[config.mk]
export PLATFORM = sky130hd
export DESIGN_NAME = seg7_scan_multi
export DESIGN_NICKNAME = d
export VERILOG_FILES = /design/src/rtl/seg7_scan_multi.sv
export SDC_FILE = /design/constraint.sdc
export NUM_CORES = 1
export LEC_CHECK = 0
export ABC_AREA = 1
export CORE_MARGIN = 5
export CORE_UTILIZATION = 59
export CTS_BUF_LIST = sky130_fd_sc_hd__clkbuf_2
export DETAILED_ROUTE_END_ITERATION = 10
export PLACE_DENSITY = 0.94
export SLEW_MARGIN = 20
export SYNTH_ARGS = -nofsm -noshare
export SYNTH_HDL_FRONTEND = slang
export SYNTH_SLANG_ARGS = --single-unit
[constraint.sdc]
create_clock -name clk -period 2.8 [get_ports clk]
set_input_delay 0.84 -clock clk [delete_from_list [all_inputs] [get_ports clk]]
set_output_delay 0.84 -clock clk [all_outputs]
set_load 0.01 [all_outputs]
[src/rtl/seg7_scan_multi.sv]
// Multiplexed 7-segment scanner: per-frame input shadowing, leading-zero
// blanking, per-digit blank/blink, 16-level PWM brightness and a dead cycle
// at the end of every digit slot. Outputs are registered; pin polarity is
// applied after the output registers.
module seg7_scan_multi #(
    parameter int DIGITS       = 4,
    parameter int SCAN_DIV     = 131072,
    parameter int BLINK_FRAMES = 64,
    parameter bit WEI_ACT_LOW  = 1'b0,
    parameter bit DUAN_ACT_LOW = 1'b0
) (
    input  logic                  clk,
    input  logic                  rst_n,
    input  logic [4*DIGITS-1:0]   data_in,
    input  logic [DIGITS-1:0]     dp_in,
    input  logic [DIGITS-1:0]     blank_in,
    input  logic [DIGITS-1:0]     blink_mask,
    input  logic                  lz_blank_en,
    input  logic [3:0]            bright,
    output logic [DIGITS-1:0]     smg_wei,
    output logic [7:0]            smg_duan,
    output logic                  frame_sync
);

    localparam int CW   = $clog2(SCAN_DIV);
    localparam int IW   = $clog2(DIGITS);
    localparam int FW   = (BLINK_FRAMES > 1) ? $clog2(BLINK_FRAMES) : 1;
    localparam int QDIV = SCAN_DIV / 16;
    localparam int QW   = (QDIV > 1) ? $clog2(QDIV) : 1;

    // Active-high glyph for one hex nibble, segments {g,f,e,d,c,b,a}
    function automatic logic [6:0] glyph(input logic [3:0] nib);
        case (nib)
            4'h0: glyph = 7'h3F;
            4'h1: glyph = 7'h06;
            4'h2: glyph = 7'h5B;
            4'h3: glyph = 7'h4F;
            4'h4: glyph = 7'h66;
            4'h5: glyph = 7'h6D;
            4'h6: glyph = 7'h7D;
            4'h7: glyph = 7'h07;
            4'h8: glyph = 7'h7F;
            4'h9: glyph = 7'h6F;
            4'hA: glyph = 7'h77;
            4'hB: glyph = 7'h7C;
            4'hC: glyph = 7'h39;
            4'hD: glyph = 7'h5E;
            4'hE: glyph = 7'h79;
            4'hF: glyph = 7'h71;
            default: glyph = 7'h00;
        endcase
    endfunction

    logic [CW-1:0]       cnt_r;
    logic [QW-1:0]       q_r;
    logic [3:0]          sub_r;
    logic [IW-1:0]       idx_r;
    logic [FW-1:0]       frame_r;
    logic                blink_on_r;

    logic [4*DIGITS-1:0] data_r;
    logic [DIGITS-1:0]   dp_r;
    logic [DIGITS-1:0]   blank_r;
    logic [DIGITS-1:0]   blinkm_r;
    logic                lz_en_r;
    logic [3:0]          bright_r;

    logic [DIGITS-1:0]   wei_r;
    logic [7:0]          duan_r;
    logic                fsync_r;

    logic                slot_end_s;
    logic                frame_end_s;
    logic                frame_start_s;
    logic                q_end_s;
    logic [DIGITS-1:0]   lz_dark_s;
    logic                run_s;
    logic [3:0]          nib_s;
    logic                dark_s;
    logic [DIGITS-1:0]   wei_nxt_s;
    logic [7:0]          duan_nxt_s;

    assign slot_end_s    = (cnt_r == CW'(SCAN_DIV - 1));
    assign frame_end_s   = slot_end_s && (idx_r == IW'(DIGITS - 1));
    assign frame_start_s = (cnt_r == CW'(0)) && (idx_r == IW'(0));
    assign q_end_s       = (q_r == QW'(QDIV - 1));

    // Slot prescaler, PWM sub-step counter and digit index
    always_ff @(posedge clk or negedge rst_n) begin
        if (!rst_n) begin
            cnt_r <= '0;
            q_r   <= '0;
            sub_r <= 4'd0;
            idx_r <= '0;
        end else if (slot_end_s) begin
            cnt_r <= '0;
            q_r   <= '0;
            sub_r <= 4'd0;
            idx_r <= (idx_r == IW'(DIGITS - 1)) ? IW'(0) : idx_r + IW'(1);
        end else begin
            cnt_r <= cnt_r + CW'(1);
            if (q_end_s) begin
                q_r   <= '0;
                sub_r <= sub_r + 4'd1;
            end else begin
                q_r   <= q_r + QW'(1);
            end
        end
    end

    // Frame counter and blink phase, advanced once per completed frame
    always_ff @(posedge clk or negedge rst_n) begin
        if (!rst_n) begin
            frame_r    <= '0;
            blink_on_r <= 1'b1;
        end else if (frame_end_s) begin
            if (frame_r == FW'(BLINK_FRAMES - 1)) begin
                frame_r    <= '0;
                blink_on_r <= ~blink_on_r;
            end else begin
                frame_r    <= frame_r + FW'(1);
            end
        end
    end

    // Shadow registers, loaded on the edge that enters the frame-start cycle
    // so a whole frame is always drawn from one consistent snapshot
    always_ff @(posedge clk or negedge rst_n) begin
        if (!rst_n) begin
            data_r   <= '0;
            dp_r     <= '0;
            blank_r  <= '0;
            blinkm_r <= '0;
            lz_en_r  <= 1'b0;
            bright_r <= 4'd0;
        end else if (frame_end_s) begin
            data_r   <= data_in;
            dp_r     <= dp_in;
            blank_r  <= blank_in;
            blinkm_r <= blink_mask;
            lz_en_r  <= lz_blank_en;
            bright_r <= bright;
        end
    end

    // Leading-zero run from the top digit; forced-blank digits keep the run going
    always_comb begin
        lz_dark_s = '0;
        run_s     = lz_en_r;
        for (int k = DIGITS - 1; k >= 1; k--) begin
            if (run_s && blank_r[k]) begin
                lz_dark_s[k] = 1'b1;
            end else if (run_s && (data_r[4*k +: 4] == 4'h0) && !dp_r[k]) begin
                lz_dark_s[k] = 1'b1;
            end else begin
                run_s = 1'b0;
            end
        end
    end

    // Decode the current slot into next-cycle digit select and segments
    always_comb begin
        nib_s  = data_r[{idx_r, 2'b00} +: 4];
        dark_s = blank_r[idx_r]
               | (blinkm_r[idx_r] & ~blink_on_r)
               | lz_dark_s[idx_r]
               | (sub_r > bright_r)
               | slot_end_s;
        if (dark_s) begin
            wei_nxt_s  = '0;
            duan_nxt_s = 8'h00;
        end else begin
            wei_nxt_s  = DIGITS'(1) << idx_r;
            duan_nxt_s = {dp_r[idx_r], glyph(nib_s)};
        end
    end

    // Registered outputs and frame pulse aligned with digit 0's first output cycle
    always_ff @(posedge clk or negedge rst_n) begin
        if (!rst_n) begin
            wei_r   <= '0;
            duan_r  <= 8'h00;
            fsync_r <= 1'b0;
        end else begin
            wei_r   <= wei_nxt_s;
            duan_r  <= duan_nxt_s;
            fsync_r <= frame_start_s;
        end
    end

    assign smg_wei    = wei_r ^ {DIGITS{WEI_ACT_LOW}};
    assign smg_duan   = duan_r ^ {8{DUAN_ACT_LOW}};
    assign frame_sync = fsync_r;

endmodule

==> out/results.txt <==
Mapped Area: 4580 sq um
Unique masters post-synth: 35
CP max FO: 12
Routability Congestion: 0.975
Clock Tree Root: clkbuf_2
met1 WL: 4.18 mm
Site Rows: 32
top layer in use: met4
CP dominant cell by count: nor2_1
Tot GR Track Use: 21.7%
Slew Limit Headroom: 61.7%
Synthesis Warnings: 0
Setup violations, final: 0
Worst Setup SP: cnt_r[0]$_DFF_PN0_
Synth async-reset ratio: 100%
wire per inst: 13.4 um
GR Overflow Total: 0
DRT Pass-1 Iters: 5
DP Area: 5150 sq um
f_max: 408 MHz
width of the chip: 98.2 um
CP Buf/Inv Count: 2
IO Pins: 48
post-synthesis net count: 630
ANT nets after route: 0
PortBufs: 47
reg-to-reg critical path startpoint: cnt_r[0]$_DFF_PN0_
min cycle time layout: 2.45 ns
Crit path max-delay family: simple AND/OR/NAND/NOR gates
Yosys top cell area share: 48.0%
metal3 WL: 633 um
status: finished, final reports clean
cells after synthesis: 576
sequential share of the synthesized area: 48.6%
Post-synth EDFFs: 0
CP startpoint kind: register
VDD IR max: 194 uV
layout cell share with drive strength beyond 1: 8.70%
#FFs+latches synth: 89
setup repair bufs after CTS: 0
Final Hold Vio Count: 0
Detailed Route Iter0 Violations: 255
Mean Syn Cell Area: 7.96 sq um
Clock transition at path regs: 0.24 ns
first-pass GRT wire length: 17.3 mm
CTS tree: built
DRC Markers: 0
main area contributors after synthesis: dfrtp_1, nand2_1, ha_1
total negative slack: 0 ns
quantity of hold-fixing buffers added after cts: 0
detailed placement HPWL: 7.22 mm
crit path to: smg_duan[7]$_DFF_PN0_
total of max-cap violations: 0
Tcrit/Tclk final: 87.6%
worst endpoint required time: 3.24 ns
Area growth syn-to-layout: 14.3%
list of most frequent post-synthesis cells: nand2_1, dfrtp_1, inv_1
Pwr Density: 363 nW/um^2
core area: 7650 sq um
Worst Setup End Kind: register
R2R setup slack: 0.35 ns
initial antenna violation count: 0
routed wl met2: 4.80 mm
largest net degree at the start of global routing: 50
Hold Slack: 0.250 ns
Critical-path top delay cell: dfrtp_1
antenna cells: 0
vias after detailed routing: 3959
Hold Crit Class: in2async
CP arrival: 2.89 ns
Reg2Reg Depth: 14
slowest cell delay on critical path: 0.45 ns
WP depth: 14
post-route design area: 5240 sq um
Starting Density: 59.9%
Die Y: 98.2 um
RSZ-0062 raised after global routing: no
Post-Route WL: 9.83 mm
count leader, synth: nand2_1
Num CTS Buffers: 9
kind of critical path: reg2reg
CTS resizes: 0
main flop type after synthesis: dfrtp_1
Pins Over Slew Limit: 0
clock skew: 0.0317 ns
Max clock buf depth: 2
RR Endpoint: smg_duan[7]$_DFF_PN0_
clk_lat worst skew: 0.53 ns
LEAKAGE: 0.00260 uW
H-tree depth: 3
CTS sink cnt: 89
area of the die: 9630 sq um
vias per cell: 5.39
Slew @ Worst Pin: 0.575 ns
Layout Nets: 681
CP Cell Sequence: ha_1 -> nand2_1 -> nor2_2 -> nand3_1 -> nor2_1 -> nand3_1 -> nor2_1 -> ha_1 -> buf_4 -> inv_1 -> nand2_1 -> a21oi_2 -> nand3_2 -> nor2_1
dominant cell type by area after synthesis: dfrtp_1
vias in the first global route: 3878
-- metal layers --
layer	global-route usage [%]	vias to the layer above
li1	-	1908
met1	28.8	1858
met2	34.9	167
met3	3.64	26
met4	9.98	0
met5	0	-
-- cells by family (layout without fill, tap and decap cells) --
group,count (synthesis),in the layout,synth area share (%)
and+or+nand+nor,326,326,30.4
DFF,89,89,48.6
buffers and inverters,79,135,7.64
AOI/OAI and AO/OA,53,53,6.25
adders and majority gates,19,19,5.19
xor gates and xnor gates,10,10,1.91
-- state kept, by name (all words and copies together), names as in the netlist --
| signal | flops |
|---|---|
| data_r | 16 |
| bright_r | 4 |
| dp_r | 4 |
| sub_r | 4 |
| cnt_r | 17 |
| smg_wei | 4 |
| smg_duan | 8 |
| blinkm_r | 4 |
| idx_r | 2 |
| blink_on_r | 1 |
| blank_r | 4 |
| frame_r | 6 |
| lz_en_r | 1 |
| q_r | 13 |
| frame_sync | 1 |
-- where the power goes --
group	internal, uW	switching (uW)	leakage, uW
registers	1290	0	0.00104
clock network	116	423	0.0000607
logic	43.3	30.7	0.00150
total	1450	454	0.00260
-- layout by cell type (no fill, tap or decap), types with 4 or more instances in the layout --
cell type	netlist	routed
nand4_1	6	6
a21oi_1	18	18
o21ai_0	27	27
clkbuf_2	0	10
nor2_1	53	53
ha_1	19	19
nor2_2	16	16
xor2_1	7	7
dfrtp_1	88	88
clkdlybuf4s50_1	0	46
nand2_1	186	186
buf_4	1	9
nand3_2	4	4
nand3_1	46	46
inv_1	59	59
nor3_1	9	9
-- worst min path at each step --
stage	start	to	slack, ns	cells after the start
final	rst_n	cnt_r[8]$_DFF_PN0_	0.25	1
after global routing	rst_n	cnt_r[2]$_DFF_PN0_	0.25	1
after CTS	rst_n	cnt_r[3]$_DFF_PN0_	0.25	1
after detailed placement	q_r[0]$_DFF_PN0_	q_r[0]$_DFF_PN0_	0.46	1
after global placement	q_r[0]$_DFF_PN0_	q_r[0]$_DFF_PN0_	0.44	1
after floorplan	q_r[0]$_DFF_PN0_	q_r[0]$_DFF_PN0_	0.43	1
-- metrics by stage --
stage / cells / total power [uW] / util, % / worst slack (ns)
after CTS: 734 / 1920 / 68.5 / 0.356
final: 734 / 1900 / 68.5 / 0.348
after detailed placement: 718 / 1390 / 67.4 / 0.393
after global placement: 718 / 1380 / 67.4 / 0.581
after floorplan: 576 / 1310 / - / 0.698
after global routing: 734 / 1980 / 68.5 / 0.131
-- final cells by class --
type                            count  area [sq um]
Timing Repair Buffer               56           548
Multi-Input combinational cell    408          2010
Sequential cell                    89          2230
Inverter                           63           244
Fill cell                         544          2410
Clock buffer                       10          50.0
Clock inverter                      6          35.0
Tap cell                          102           128
Power figures use the tool's default switching activity.
==> RTL change 1, RTL diff (same settings) <==
The parameter `SCAN_DIV` goes from 131072 to 65536.
--- a/src/rtl/seg7_scan_multi.sv
+++ b/src/rtl/seg7_scan_multi.sv
@@ -4,7 +4,7 @@
 // applied after the output registers.
 module seg7_scan_multi #(
     parameter int DIGITS       = 4,
-    parameter int SCAN_DIV     = 131072,
+    parameter int SCAN_DIV     = 65536,
     parameter int BLINK_FRAMES = 64,
     parameter bit WEI_ACT_LOW  = 1'b0,
     parameter bit DUAN_ACT_LOW = 1'b0
Function: same outputs for any inputs over 10 cycles, from zero or initial values and one cycle with rst_n low; that may be too few to reach the edited logic, so the function may still have changed.
==> RTL change 1 against the original RTL <==
Global-route usage grew 1.5 points; final area shrank 1.5%; die area shrank 3.1%; worst setup slack gained 0.15 ns; power grew 18%; sequential cell count shrank 2; wire length shrank 0.80%; area after synthesis shrank 3.5%.
==> RTL change 1: results (changes against the original RTL) <==
Run status
  • Status: finished, final reports clean (unchanged)

Worst setup path
  • Kind of cell adding the most delay to the critical path: buffers and inverters (was simple AND/OR/NAND/NOR gates)
  • Worst r2r src: idx_r[1] (was cnt_r[0])
  • Slowest-stage cell, CP: clkdlybuf4s50_1 (was dfrtp_1)
  • Crit path max fanout: 1 (was 12)
  • Reg2reg setup slack: 0.56 ns (was 0.35 ns)
  • Crit Reg-Reg Endpoint: smg_duan[2] (was smg_duan[7])

Global route
  • GRT met1 Usage: 0.302 (was 0.288)
  • Vias in the first global route: 3704 (was 3878)
  • Largest net degree at the start of global routing: 47 (was 50)
  • First-pass GRT wire length: 16900 um (was 17300 um)
  • M3 GR Usage: 0.0442 (was 0.0364)

Place
  • Cell Area, Placed: 4980 um^2 (was 5150 um^2)
  • Post-detail-place hpwl: 6900 um (was 7220 um)

Synthesis
  • Gate Count Post-Synth: 562 (was 576)
  • Post-synth top cells: 189 x nand2_1, 86 x dfrtp_1, 60 x nor2_1, 55 x inv_1, 37 x nand3_1 (was 186 x nand2_1, 88 x dfrtp_1, 59 x inv_1, 53 x nor2_1, 46 x nand3_1)
  • Ranking of synthesized cells by area: dfrtp_1 49%, nand2_1 16%, ha_1 5.1% (was dfrtp_1 48%, nand2_1 15%, ha_1 5.2%)

Finish
  • Layout Cells excl Fill: 713 (was 734)
  • Fillers: 558 (was 544)
  • Register area: 2180 um^2 (was 2230 um^2)

Power
  • Switching fraction of total power: 0.201 (was 0.239)
  • Worst vdd ir: 0.000325 V (was 0.000194 V)

Timing
  • Layout Skew: 0.0278 ns (was 0.0317 ns)
  • WHS: 0.264 ns (was 0.250 ns)
  • Worst slew pin tran: 0.708 ns (was 0.575 ns)

Routing
  • Vias: 3818 (was 3959)
  • Met3 WL: 438 um (was 633 um)
  • WL met1: 4160 um (was 4180 um)
-- RTL change 1: cell types whose count changed in the layout (fill, tap and decap cells not counted), moves of 6 or more --
cell and change:
o21ai_0 +6, nor2_2 -15, a21oi_1 -8, nor3_1 +7, nand3_1 -9, nor2_1 +7
-- RTL change 1: cell type report --
class                           count  area share
Sequential cell                    87       0.422
Multi-Input combinational cell    401       0.376
Clock buffer                       12      0.0116
Tap cell                           99      0.0240
Timing Repair Buffer               52       0.100
Inverter                           58      0.0422
Clock inverter                      4      0.0233
-- RTL change 1: power by group through the flow --
| stage | registers (mW) | logic [mW] | clock network [mW] |
|---|---|---|---|
| floorplan | 1.28 | 0.000000866 | 0 |
| global placement | 1.28 | 0.0741 | 0 |
| detailed placement | 1.28 | 0.0757 | 0 |
| CTS | 1.26 | 0.0760 | 0.920 |
| global route | 1.26 | 0.0820 | 0.975 |
| finish | 1.26 | 0.0743 | 0.903 |
-- RTL change 1: cell families after synthesis --
group / count (synthesis) / share of synthesized area
fa+ha+maj: 18 / 0.0509
buf+inv: 74 / 0.0690
simple gates: 321 / 0.304
flops: 87 / 0.492
xor+xnor: 14 / 0.0277
compound gates: 48 / 0.0557
-- RTL change 1: how the worst max path moves through the flow --
stage / start / to / slack (ns) / cells after the start
2_1_floorplan: idx_r[0] / smg_duan[2] / 0.87 / 10
3_3_place_gp: idx_r[1] / smg_duan[2] / 0.76 / 7
3_5_place_dp: idx_r[1] / smg_duan[2] / 0.68 / 7
4_1_cts: smg_wei[3] / smg_wei[3] / 0.46 / 1
5_1_grt: smg_wei[3] / smg_wei[3] / 0.41 / 1
6_report: smg_wei[1] / smg_wei[1] / 0.50 / 1
==> RTL change 2, RTL diff (same flow settings) <==
Made on the original files. Make the reset (`rst_n`) synchronous in 4 clocked blocks.
--- a/src/rtl/seg7_scan_multi.sv
+++ b/src/rtl/seg7_scan_multi.sv
@@ -86,7 +86,7 @@
     assign q_end_s       = (q_r == QW'(QDIV - 1));
 
     // Slot prescaler, PWM sub-step counter and digit index
-    always_ff @(posedge clk or negedge rst_n) begin
+    always_ff @(posedge clk) begin
         if (!rst_n) begin
             cnt_r <= '0;
             q_r   <= '0;
@@ -109,7 +109,7 @@
     end
 
     // Frame counter and blink phase, advanced once per completed frame
-    always_ff @(posedge clk or negedge rst_n) begin
+    always_ff @(posedge clk) begin
         if (!rst_n) begin
             frame_r    <= '0;
             blink_on_r <= 1'b1;
@@ -125,7 +125,7 @@
 
     // Shadow registers, loaded on the edge that enters the frame-start cycle
     // so a whole frame is always drawn from one consistent snapshot
-    always_ff @(posedge clk or negedge rst_n) begin
+    always_ff @(posedge clk) begin
         if (!rst_n) begin
             data_r   <= '0;
             dp_r     <= '0;
@@ -176,7 +176,7 @@
     end
 
     // Registered outputs and frame pulse aligned with digit 0's first output cycle
-    always_ff @(posedge clk or negedge rst_n) begin
+    always_ff @(posedge clk) begin
         if (!rst_n) begin
             wei_r   <= '0;
             duan_r  <= 8'h00;
Function: differs if rst_n is asserted again (counterexample within 4 cycles, from zero or initial values and one cycle with rst_n low); with rst_n held inactive, the same outputs for 10 cycles.
==> RTL change 2 against the original RTL <==
Count of clock-buffer cells in the layout is 2 higher; final area is 7.4% lower; power rose by 2.4%; clock power shrank 3%; non-clock buffer count decreased by 1; sequential share of layout area decreased by 5.7 points; area after synthesis shrank 8.9%; sequential cell count unchanged; worst setup slack got worse by 0.080 ns; wire length fell by 7.4%; critical endpoint is now blink_on_r; highest routed layer unchanged.
==> RTL change 2: results (changes against the original RTL) <==
Routing
  • Vias: 3787 (was 3959)
  • Routed length on met2: 4550 um (was 4800 um)
  • WL met1: 3830 um (was 4180 um)
  • Wire per inst: 12.5 um (was 13.4 um)
  • Met3 WL: 562 um (was 633 um)

Worst setup path
  • Max incr delay on CP: 0.40 ns (was 0.45 ns)
  • Worst Setup SP: cnt_r[0] (unchanged)
  • Crit path max fanout: 8 (was 12)
  • Crit Reg-Reg Endpoint: blink_on_r (was smg_duan[7])

Synthesis
  • Synth Area in Adders: 0.0569 (was 0.0519)
  • Ys async rst share: 0 (was 1.00)
  • Synth Area in XOR/XNOR: 0.0252 (was 0.0191)
  • Ranking of synthesized cells by area: dfxtp_1 43%, nand2_1 9.1%, nor2_1 8.1% (was dfrtp_1 48%, nand2_1 15%, ha_1 5.2%)
  • Post-synth top cells: 101 x nand2_1, 90 x nor2_1, 89 x dfxtp_1, 71 x inv_1, 47 x o21ai_0 (was 186 x nand2_1, 88 x dfrtp_1, 59 x inv_1, 53 x nor2_1, 46 x nand3_1)
  • Yosys cell types: 34 (was 35)

Finish
  • Fillers: 553 (was 544)
  • Top cell category: multi-input combinational cells (was flip-flops and latches)
  • Non-clk buf share: 0.109 (was 0.105)
  • Inverter count: 78 (was 63)
  • Layout cells sized above 1: 0.0821 (was 0.0870)
  • Layout Cells excl Fill: 729 (was 734)
  • Comb_multi_in: 395 (was 408)
  • Nets: 682 (was 681)
  • Non-clock buffer count: 55 (was 56)

Place
  • Placed Cells: 710 (was 718)

Global route
  • First-pass GRT wire length: 15100 um (was 17300 um)
  • Total GRT Usage: 0.211 (was 0.217)
  • GRT met1 Usage: 0.251 (was 0.288)
  • Vias in the first global route: 3505 (was 3878)
  • M3 GR Usage: 0.0545 (was 0.0364)
  • Grt met2 use: 0.368 (was 0.349)
  • Largest net degree at the start of global routing: 40 (was 50)

Clock tree
  • Worst-path clk slew: 0.22 ns (was 0.24 ns)

Run status
  • Status: finished, final reports clean (unchanged)

Timing
  • Worst slew pin tran: 0.472 ns (was 0.575 ns)
  • WHS: 0.471 ns (was 0.250 ns)

Min path
  • Worst Hold Class: reg2reg (was in2async)

Power
  • Worst vdd ir: 0.000254 V (was 0.000194 V)
RTL change 2: cell count changes in the layout (fill, tap and decap cells not counted), sizes merged, moves of 3 or more:
cell	delta
or2	+4
inv	+14
xor2	+3
nand2	-86
nand4	+4
dfrtp	-88
o21ai	+21
a21oi	+25
nand3	-10
nor2	+27
dfxtp	+89
RTL change 2: power breakdown:
part,total (mW),switching (mW),internal (mW),leakage (nW)
clock,0.523,0.402,0.121,0.0570
sequential,1.29,0.00766,1.28,0.721
combinational,0.132,0.0564,0.0755,1.18
total,1.95,0.466,1.48,1.96
RTL change 2: timing repair:
action | in CTS | in global routing
gates resized for setup | 1 | 9
cloned | 0 | 0
endpoints found under the setup margin | 2 | 28
endpoints found under the hold margin | 0 | 0
setup buffers | 0 | 3
pin swaps | 0 | 3
RTL change 2: worst max-delay path: cells and delay by family, from the launching register on:
kind | cells | cell delay (ns)
compound gates | 2 | 0.20
simple gates | 10 | 1.41
flops | 1 | 0.40
fa+ha+maj | 2 | 0.44
